--- src/rtl/seg7_pkg.sv ---
// seg7_pkg: shared constants and types for the scanned 7-segment capture path.
// Segment patterns are written {a,b,c,d,e,f,g}: segment a is bit 6, g is bit 0.
// The captured sample appends the decimal point above the segments as bit 7.
package seg7_pkg;

    // Bit position of each segment inside a 7-bit pattern.
    typedef enum int unsigned {
        SEG_G = 0,
        SEG_F = 1,
        SEG_E = 2,
        SEG_D = 3,
        SEG_C = 4,
        SEG_B = 5,
        SEG_A = 6
    } seg7_seg_e;

    localparam int SEG7_DP_BIT = 7;

    // Standard digit glyphs
    localparam logic [6:0] SEG7_GLYPH_0 = 7'b1111110;
    localparam logic [6:0] SEG7_GLYPH_1 = 7'b0110000;
    localparam logic [6:0] SEG7_GLYPH_2 = 7'b1101101;
    localparam logic [6:0] SEG7_GLYPH_3 = 7'b1111001;
    localparam logic [6:0] SEG7_GLYPH_4 = 7'b0110011;
    localparam logic [6:0] SEG7_GLYPH_5 = 7'b1011011;
    localparam logic [6:0] SEG7_GLYPH_6 = 7'b1011111;
    localparam logic [6:0] SEG7_GLYPH_7 = 7'b1110000;
    localparam logic [6:0] SEG7_GLYPH_8 = 7'b1111111;
    localparam logic [6:0] SEG7_GLYPH_9 = 7'b1111011;

    // Non-digit glyphs that are still legal
    localparam logic [6:0] SEG7_DASH  = 7'b0000001;
    localparam logic [6:0] SEG7_BLANK = 7'b0000000;

    // Alternate renderings some drivers use
    localparam logic [6:0] SEG7_ALT_6 = 7'b0011111;
    localparam logic [6:0] SEG7_ALT_7 = 7'b1110010;
    localparam logic [6:0] SEG7_ALT_9 = 7'b1110011;

    localparam logic [3:0] BCD_BLANK = 4'hF;

    // Committed per-digit state
    typedef struct packed {
        logic [3:0] bcd;
        logic       err;
        logic       dp;
    } seg7_state_t;

    localparam seg7_state_t SEG7_STATE_RESET = '{bcd: BCD_BLANK, err: 1'b0, dp: 1'b0};

endpackage

--- src/rtl/seg7_glyph_decode.sv ---
// seg7_glyph_decode: combinational 7-segment pattern to BCD decoder.
// Build option: define SEG7_ALT_GLYPH_EN to also accept the alternate
// renderings of 6, 7 and 9; otherwise those patterns are flagged as unknown.
module seg7_glyph_decode
    import seg7_pkg::*;
(
    input  logic [6:0] pattern,
    output logic [3:0] bcd,
    output logic       err
);

    // Table lookup; anything not listed is an unrecognised glyph.
    always_comb begin
        bcd = BCD_BLANK;
        err = 1'b1;
        case (pattern)
            SEG7_GLYPH_0: begin bcd = 4'd0; err = 1'b0; end
            SEG7_GLYPH_1: begin bcd = 4'd1; err = 1'b0; end
            SEG7_GLYPH_2: begin bcd = 4'd2; err = 1'b0; end
            SEG7_GLYPH_3: begin bcd = 4'd3; err = 1'b0; end
            SEG7_GLYPH_4: begin bcd = 4'd4; err = 1'b0; end
            SEG7_GLYPH_5: begin bcd = 4'd5; err = 1'b0; end
            SEG7_GLYPH_6: begin bcd = 4'd6; err = 1'b0; end
            SEG7_GLYPH_7: begin bcd = 4'd7; err = 1'b0; end
            SEG7_GLYPH_8: begin bcd = 4'd8; err = 1'b0; end
            SEG7_GLYPH_9: begin bcd = 4'd9; err = 1'b0; end
            SEG7_DASH:    begin bcd = BCD_BLANK; err = 1'b0; end
            SEG7_BLANK:   begin bcd = BCD_BLANK; err = 1'b0; end
`ifdef SEG7_ALT_GLYPH_EN
            SEG7_ALT_6:   begin bcd = 4'd6; err = 1'b0; end
            SEG7_ALT_7:   begin bcd = 4'd7; err = 1'b0; end
            SEG7_ALT_9:   begin bcd = 4'd9; err = 1'b0; end
`endif
            default:      begin bcd = BCD_BLANK; err = 1'b1; end
        endcase
    end

endmodule

--- src/rtl/seg7_scan_capture.sv ---
// seg7_scan_capture: snoops a multiplexed 7-segment display bus and recovers
// the per-digit BCD value, decimal point and glyph-error flag. A glyph must be
// seen STABLE_CNT times on its digit strobe before it is committed.
// Build option: SEG7_ALT_GLYPH_EN (see seg7_glyph_decode).
module seg7_scan_capture
    import seg7_pkg::*;
#(
    parameter int NUM_DIGITS   = 4,
    parameter int STABLE_CNT   = 3,
    parameter int COMMON_ANODE = 0
) (
    input  logic                    clk,
    input  logic                    rst_n,
    input  logic [6:0]              seg_in,
    input  logic                    dp_in,
    input  logic [NUM_DIGITS-1:0]   dig_sel,
    output logic [4*NUM_DIGITS-1:0] bcd_out,
    output logic [NUM_DIGITS-1:0]   dp_out,
    output logic [NUM_DIGITS-1:0]   digit_err,
    output logic                    upd_valid,
    output logic [2:0]              upd_idx
);

    localparam logic [3:0] STABLE_VAL = 4'(STABLE_CNT);
    localparam logic [7:0] POL_MASK   = (COMMON_ANODE != 0) ? 8'hFF : 8'h00;

    logic [7:0]            sample_meta_reg, sample_sync_reg;
    logic [NUM_DIGITS-1:0] sel_meta_reg, sel_sync_reg;
    logic [7:0]            sample;
    logic                  sample_valid;
    logic [2:0]            sel_idx;
    logic [3:0]            dec_bcd;
    logic                  dec_err;
    seg7_state_t           dec_state;
    logic [NUM_DIGITS-1:0] change_vec;
    logic                  upd_valid_reg;
    logic [2:0]            upd_idx_reg;

    // Two-flop synchroniser for all asynchronous display lines.
    always_ff @(posedge clk or negedge rst_n) begin
        if (!rst_n) begin
            sample_meta_reg <= '0;
            sample_sync_reg <= '0;
            sel_meta_reg    <= '0;
            sel_sync_reg    <= '0;
        end else begin
            sample_meta_reg <= {dp_in, seg_in};
            sample_sync_reg <= sample_meta_reg;
            sel_meta_reg    <= dig_sel;
            sel_sync_reg    <= sel_meta_reg;
        end
    end

    // Polarity is normalised after synchronisation so nothing sits ahead of the first flop.
    assign sample       = sample_sync_reg ^ POL_MASK;
    assign sample_valid = $onehot(sel_sync_reg);

    // Index of the strobed digit; only used when the strobe is one-hot.
    always_comb begin
        sel_idx = '0;
        for (int i = 0; i < NUM_DIGITS; i++) begin
            if (sel_sync_reg[i]) sel_idx = 3'(i);
        end
    end

    // Only one digit can sample per cycle, so one decoder on the live sample
    // serves whichever digit commits (its candidate equals this sample then).
    seg7_glyph_decode u_decode (
        .pattern (sample[6:0]),
        .bcd     (dec_bcd),
        .err     (dec_err)
    );

    assign dec_state = '{bcd: dec_bcd, err: dec_err, dp: sample[SEG7_DP_BIT]};

    for (genvar gi = 0; gi < NUM_DIGITS; gi++) begin : g_digit
        logic [7:0]  cand_reg;
        logic [3:0]  cnt_reg;
        logic [3:0]  cnt_next;
        seg7_state_t state_reg;
        logic        hit, match, saturated, commit;

        assign hit       = sample_valid && sel_sync_reg[gi];
        assign match     = (sample == cand_reg);
        assign saturated = (cnt_reg == STABLE_VAL);
        assign cnt_next  = !match ? 4'd1 : (saturated ? cnt_reg : cnt_reg + 4'd1);
        // Commit only on the transition into STABLE_CNT, never on the saturated hold.
        assign commit        = hit && (cnt_next == STABLE_VAL) && !(match && saturated);
        assign change_vec[gi] = commit && (dec_state != state_reg);

        // Candidate tracking and committed state for this digit.
        always_ff @(posedge clk or negedge rst_n) begin
            if (!rst_n) begin
                cand_reg  <= '0;
                cnt_reg   <= '0;
                state_reg <= SEG7_STATE_RESET;
            end else begin
                if (hit) begin
                    cand_reg <= sample;
                    cnt_reg  <= cnt_next;
                end
                if (change_vec[gi]) begin
                    state_reg <= dec_state;
                end
            end
        end

        assign bcd_out[4*gi +: 4] = state_reg.bcd;
        assign dp_out[gi]         = state_reg.dp;
        assign digit_err[gi]      = state_reg.err;
    end

    // Registered update announcement; at most one digit changes per cycle.
    always_ff @(posedge clk or negedge rst_n) begin
        if (!rst_n) begin
            upd_valid_reg <= 1'b0;
            upd_idx_reg   <= '0;
        end else begin
            upd_valid_reg <= |change_vec;
            if (|change_vec) begin
                upd_idx_reg <= sel_idx;
            end
        end
    end

    assign upd_valid = upd_valid_reg;
    assign upd_idx   = upd_idx_reg;

endmodule

--- config.mk ---
export PLATFORM = sky130hd
export DESIGN_NAME = seg7_scan_capture
export DESIGN_NICKNAME = d
export VERILOG_FILES = /design/src/rtl/seg7_pkg.sv /design/src/rtl/seg7_glyph_decode.sv /design/src/rtl/seg7_scan_capture.sv
export SDC_FILE = /design/constraint.sdc
export NUM_CORES = 1
export LEC_CHECK = 0
export CAP_MARGIN = 20
export CORE_ASPECT_RATIO = 1.1
export CORE_UTILIZATION = 45
export CTS_CLUSTER_SIZE = 14
export DETAILED_ROUTE_END_ITERATION = 8
export GPL_TIMING_DRIVEN = 0
export PLACE_DENSITY_LB_ADDON = 0.08
export SLEW_MARGIN = 0
export SYNTH_ARGS = -nofsm -noshare
export SYNTH_HDL_FRONTEND = slang
export SYNTH_SLANG_ARGS = --single-unit
--- constraint.sdc ---
create_clock -name clk -period 4.5 [get_ports clk]
set_input_delay 0.675 -clock clk [delete_from_list [all_inputs] [get_ports clk]]
set_output_delay 0.675 -clock clk [all_outputs]
set_load 0.005 [all_outputs]
==> metrics <==
Yosys cell types 62; WL per Instance around 16 um; HP Class in -> async; Final WS setup 322.1 ps; syn avg cell area about 9.8 um2; final std cells w/o fill around 720; status finished clean; Post-Synth Adder-Cell Area 0.01878; I/O pin total 42; vias in the first global route 3736; mux cell area share after synthesis 0.03584; # diodes 0; post-synth top area share 0.4103; simple-gate area share of the yosys netlist 0.2215; YS warnings 0; M1 WL between 5000 and 6000 um; clk sinks 99; power density over cell area around 410 mW/mm2; met3 WL 364 um; fin crit period ~4200 ps; leading area contributor after synthesis dfrtp_1; Bufs on Longest Clock Path 2; Critical R2R Launch sel_sync_reg[1]; CTS resizes 0; TritonCTS clock tree yes; worst slew pin tran 741.2 ps; met2 WL 5597 um; Critical Path Start Type register; Critical Path Source sel_sync_reg[1]; Worst Skew 9.289 ps; die area 0.01168 mm2; Clk pin slew, worst setup/hold paths 70 ps; ys async rst share 1.000; Worst EP arrival 4410 ps; max cap viols 0; placed cell area 0.005672 mm2; largest family of logic cells by synthesized area simple AND/OR/NAND/NOR gates; number of synthesized flops with an enable pin 0; Synth Area in Compound Gates 0.1285; Initial Utilization 0.4619; final-report hold violation count 0; final cycle utilization of the critical path 0.9284; pin count of the biggest net entering global routing 59; hpwl dp 8230 um; Slowest-stage cell, CP nor3_1; ordered cell list for the critical path inv_1 > fa_1 > inv_1 > ha_1 > ha_1 > nor2_1 > nand3_1 > or4_1 > nor3_1 > o311a_1 > a221oi_4 > nand4_4 > mux2_4; Final setup viols 0; first-pass GRT wire length 19020 um; Post-Syn Area 0.005062 mm2; grt ovf 0; Die Y between 100 and 150 um; post-synthesis sequential area ratio 0.4933; share of layout cells above drive strength 1 0.1341; max reg flops 32; depth of the CTS H-tree 3; synth cell count leaders nand2_1, dfrtp_1, o21ai_0, xor2_1, nor2_1; area grow syn2layout 17.75%; WP data required 4730 ps; critical path class reg -> reg; Setup TNS 0 ps; Post-CTS Setup Bufs 0; crit end category register; Placer Congestion 0.8096; synth top area cells dfrtp_1, nand2_1, dfstp_2; Max Used Layer met4; Post-route DRC 0; fin. max-slew vios 0; worst slack, placed roughly 330 ps; drt first pass iters 5; CTS Root Buffer Type clkbuf_16; gr usage total 0.2158; XOR/XNOR Fraction of Synth Area 0.06574; CP max stage delay 540 ps; max frequency 0.2394 GHz; DRC violation total after the first TritonRoute iteration 258; Inst Count DP 705; TritonCTS Buffers 9; # hold bufs at CTS 0; PortBufs 40; cell leakage power about 2.7 nW; via count between 3000 and 4000; core area 0.01096 mm2; RSZ-0062 raised after global routing false; Mapped Cells 517; ys flop type dfrtp_1; Seq cells post-synth 99; final std cell area, no fill 0.005961 mm2; relative slew slack 0.5054; initial antenna violation count 0; ANT nets after route 0; die width 103.1 um; worst-path maximum fanout 9; Final Net Count 590; Worst VDD drop approximately 160 uV; count leader, synth nand2_1; vias per cell 5.398; Total Wirelength between 10000 and 15000 um; Net Count, Synth 538; FP Rows 40; clk_lat worst skew 350 ps
## worst max-delay path, delay by kind of cell, from the launching register on
family | cells | cell delay (ps)
adder cells (fa/ha/maj) | 3 | 950
buffers and inverters | 2 | 140
AO/OA/AOI/OAI | 2 | 420
multiplexers | 1 | 300
flip-flops | 1 | 420
AND/OR/NAND/NOR | 5 | 1820
## cell type report
cell class                      count  area [um2]
Buffer                             25       138.9
Clock buffer                       11       232.7
Clock inverter                      5       56.30
Fill cell                         984        5000
Inverter                           11       41.29
Multi-Input combinational cell    382        2385
Sequential cell                    99        2497
Tap cell                          147       183.9
Timing Repair Buffer               41       425.4
## where the power goes
part,internal (W),total [W],switching [W]
combinational,0.000225,0.000471,0.000246
clock,0.000430,0.000753,0.000323
sequential,0.00107,0.00121,0.000134
total,0.00173,0.00243,0.000703
## metal layers
metal | up-vias | track usage
met2 | 82 | 0.3471
met3 | 14 | 0.03335
met1 | 1894 | 0.2910
li1 | 1902 | -
met4 | 0 | 0.08357
met5 | - | 0
## worst paths after layout
| check | endpoint | slack, ps | cells past startpoint |
|---|---|---|---|
| max | upd_idx[0] | 320 | 13 |
| min | dp_out[2] | 320 | 1 |
| min in group clk | sample[1] | 340 | 0 |
| max in group asynchronous | bcd_out[0] | 3480 | 2 |
| min reg2reg | sample[1] | 340 | 0 |
| max reg2reg | upd_idx[0] | 320 | 13 |
## cells in the final DEF, fill, tap and decap left out, drive strengths merged, types with 2 or more instances in the layout
cell	count
o21a	4
o211ai	4
xor2	33
nand2	135
mux2	14
o311a	5
dfrtp	83
and3	9
nor2b	13
nor3	6
a2111oi	3
dfstp	16
clkbuf	20
a21oi	2
nor4	12
clkdlybuf4s50	39
o221ai	3
ha	6
xnor2	5
nand2b	4
or2	6
buf	18
o31ai	4
or3	2
o21ai	37
mux2i	2
nand4	5
or4	2
nor2	17
nor3b	2
o311ai	3
a21boi	4
inv	11
a21o	2
clkinv	3
nand4b	5
a31oi	8
a32o	4
nand3	7
## logic make-up after synthesis
logic type      after synthesis
compound gates               89
other cells                   1
flops                        99
mux                          16
fa+ha+maj                     7
simple gates                231
buf+inv                      36
xor+xnor                     38
## per-stage QoR
step	util	hold WS (ps)	power, W
finish	0.5438	316.2	0.002432
global placement	0.5152	331.7	0.001673
global route	0.5438	350.9	0.002596
detailed placement	0.5175	334.7	0.001696
floorplan	-	331.2	0.001520
CTS	0.5438	328.2	0.002466
Note: power is estimated with default switching activity, not from simulation.
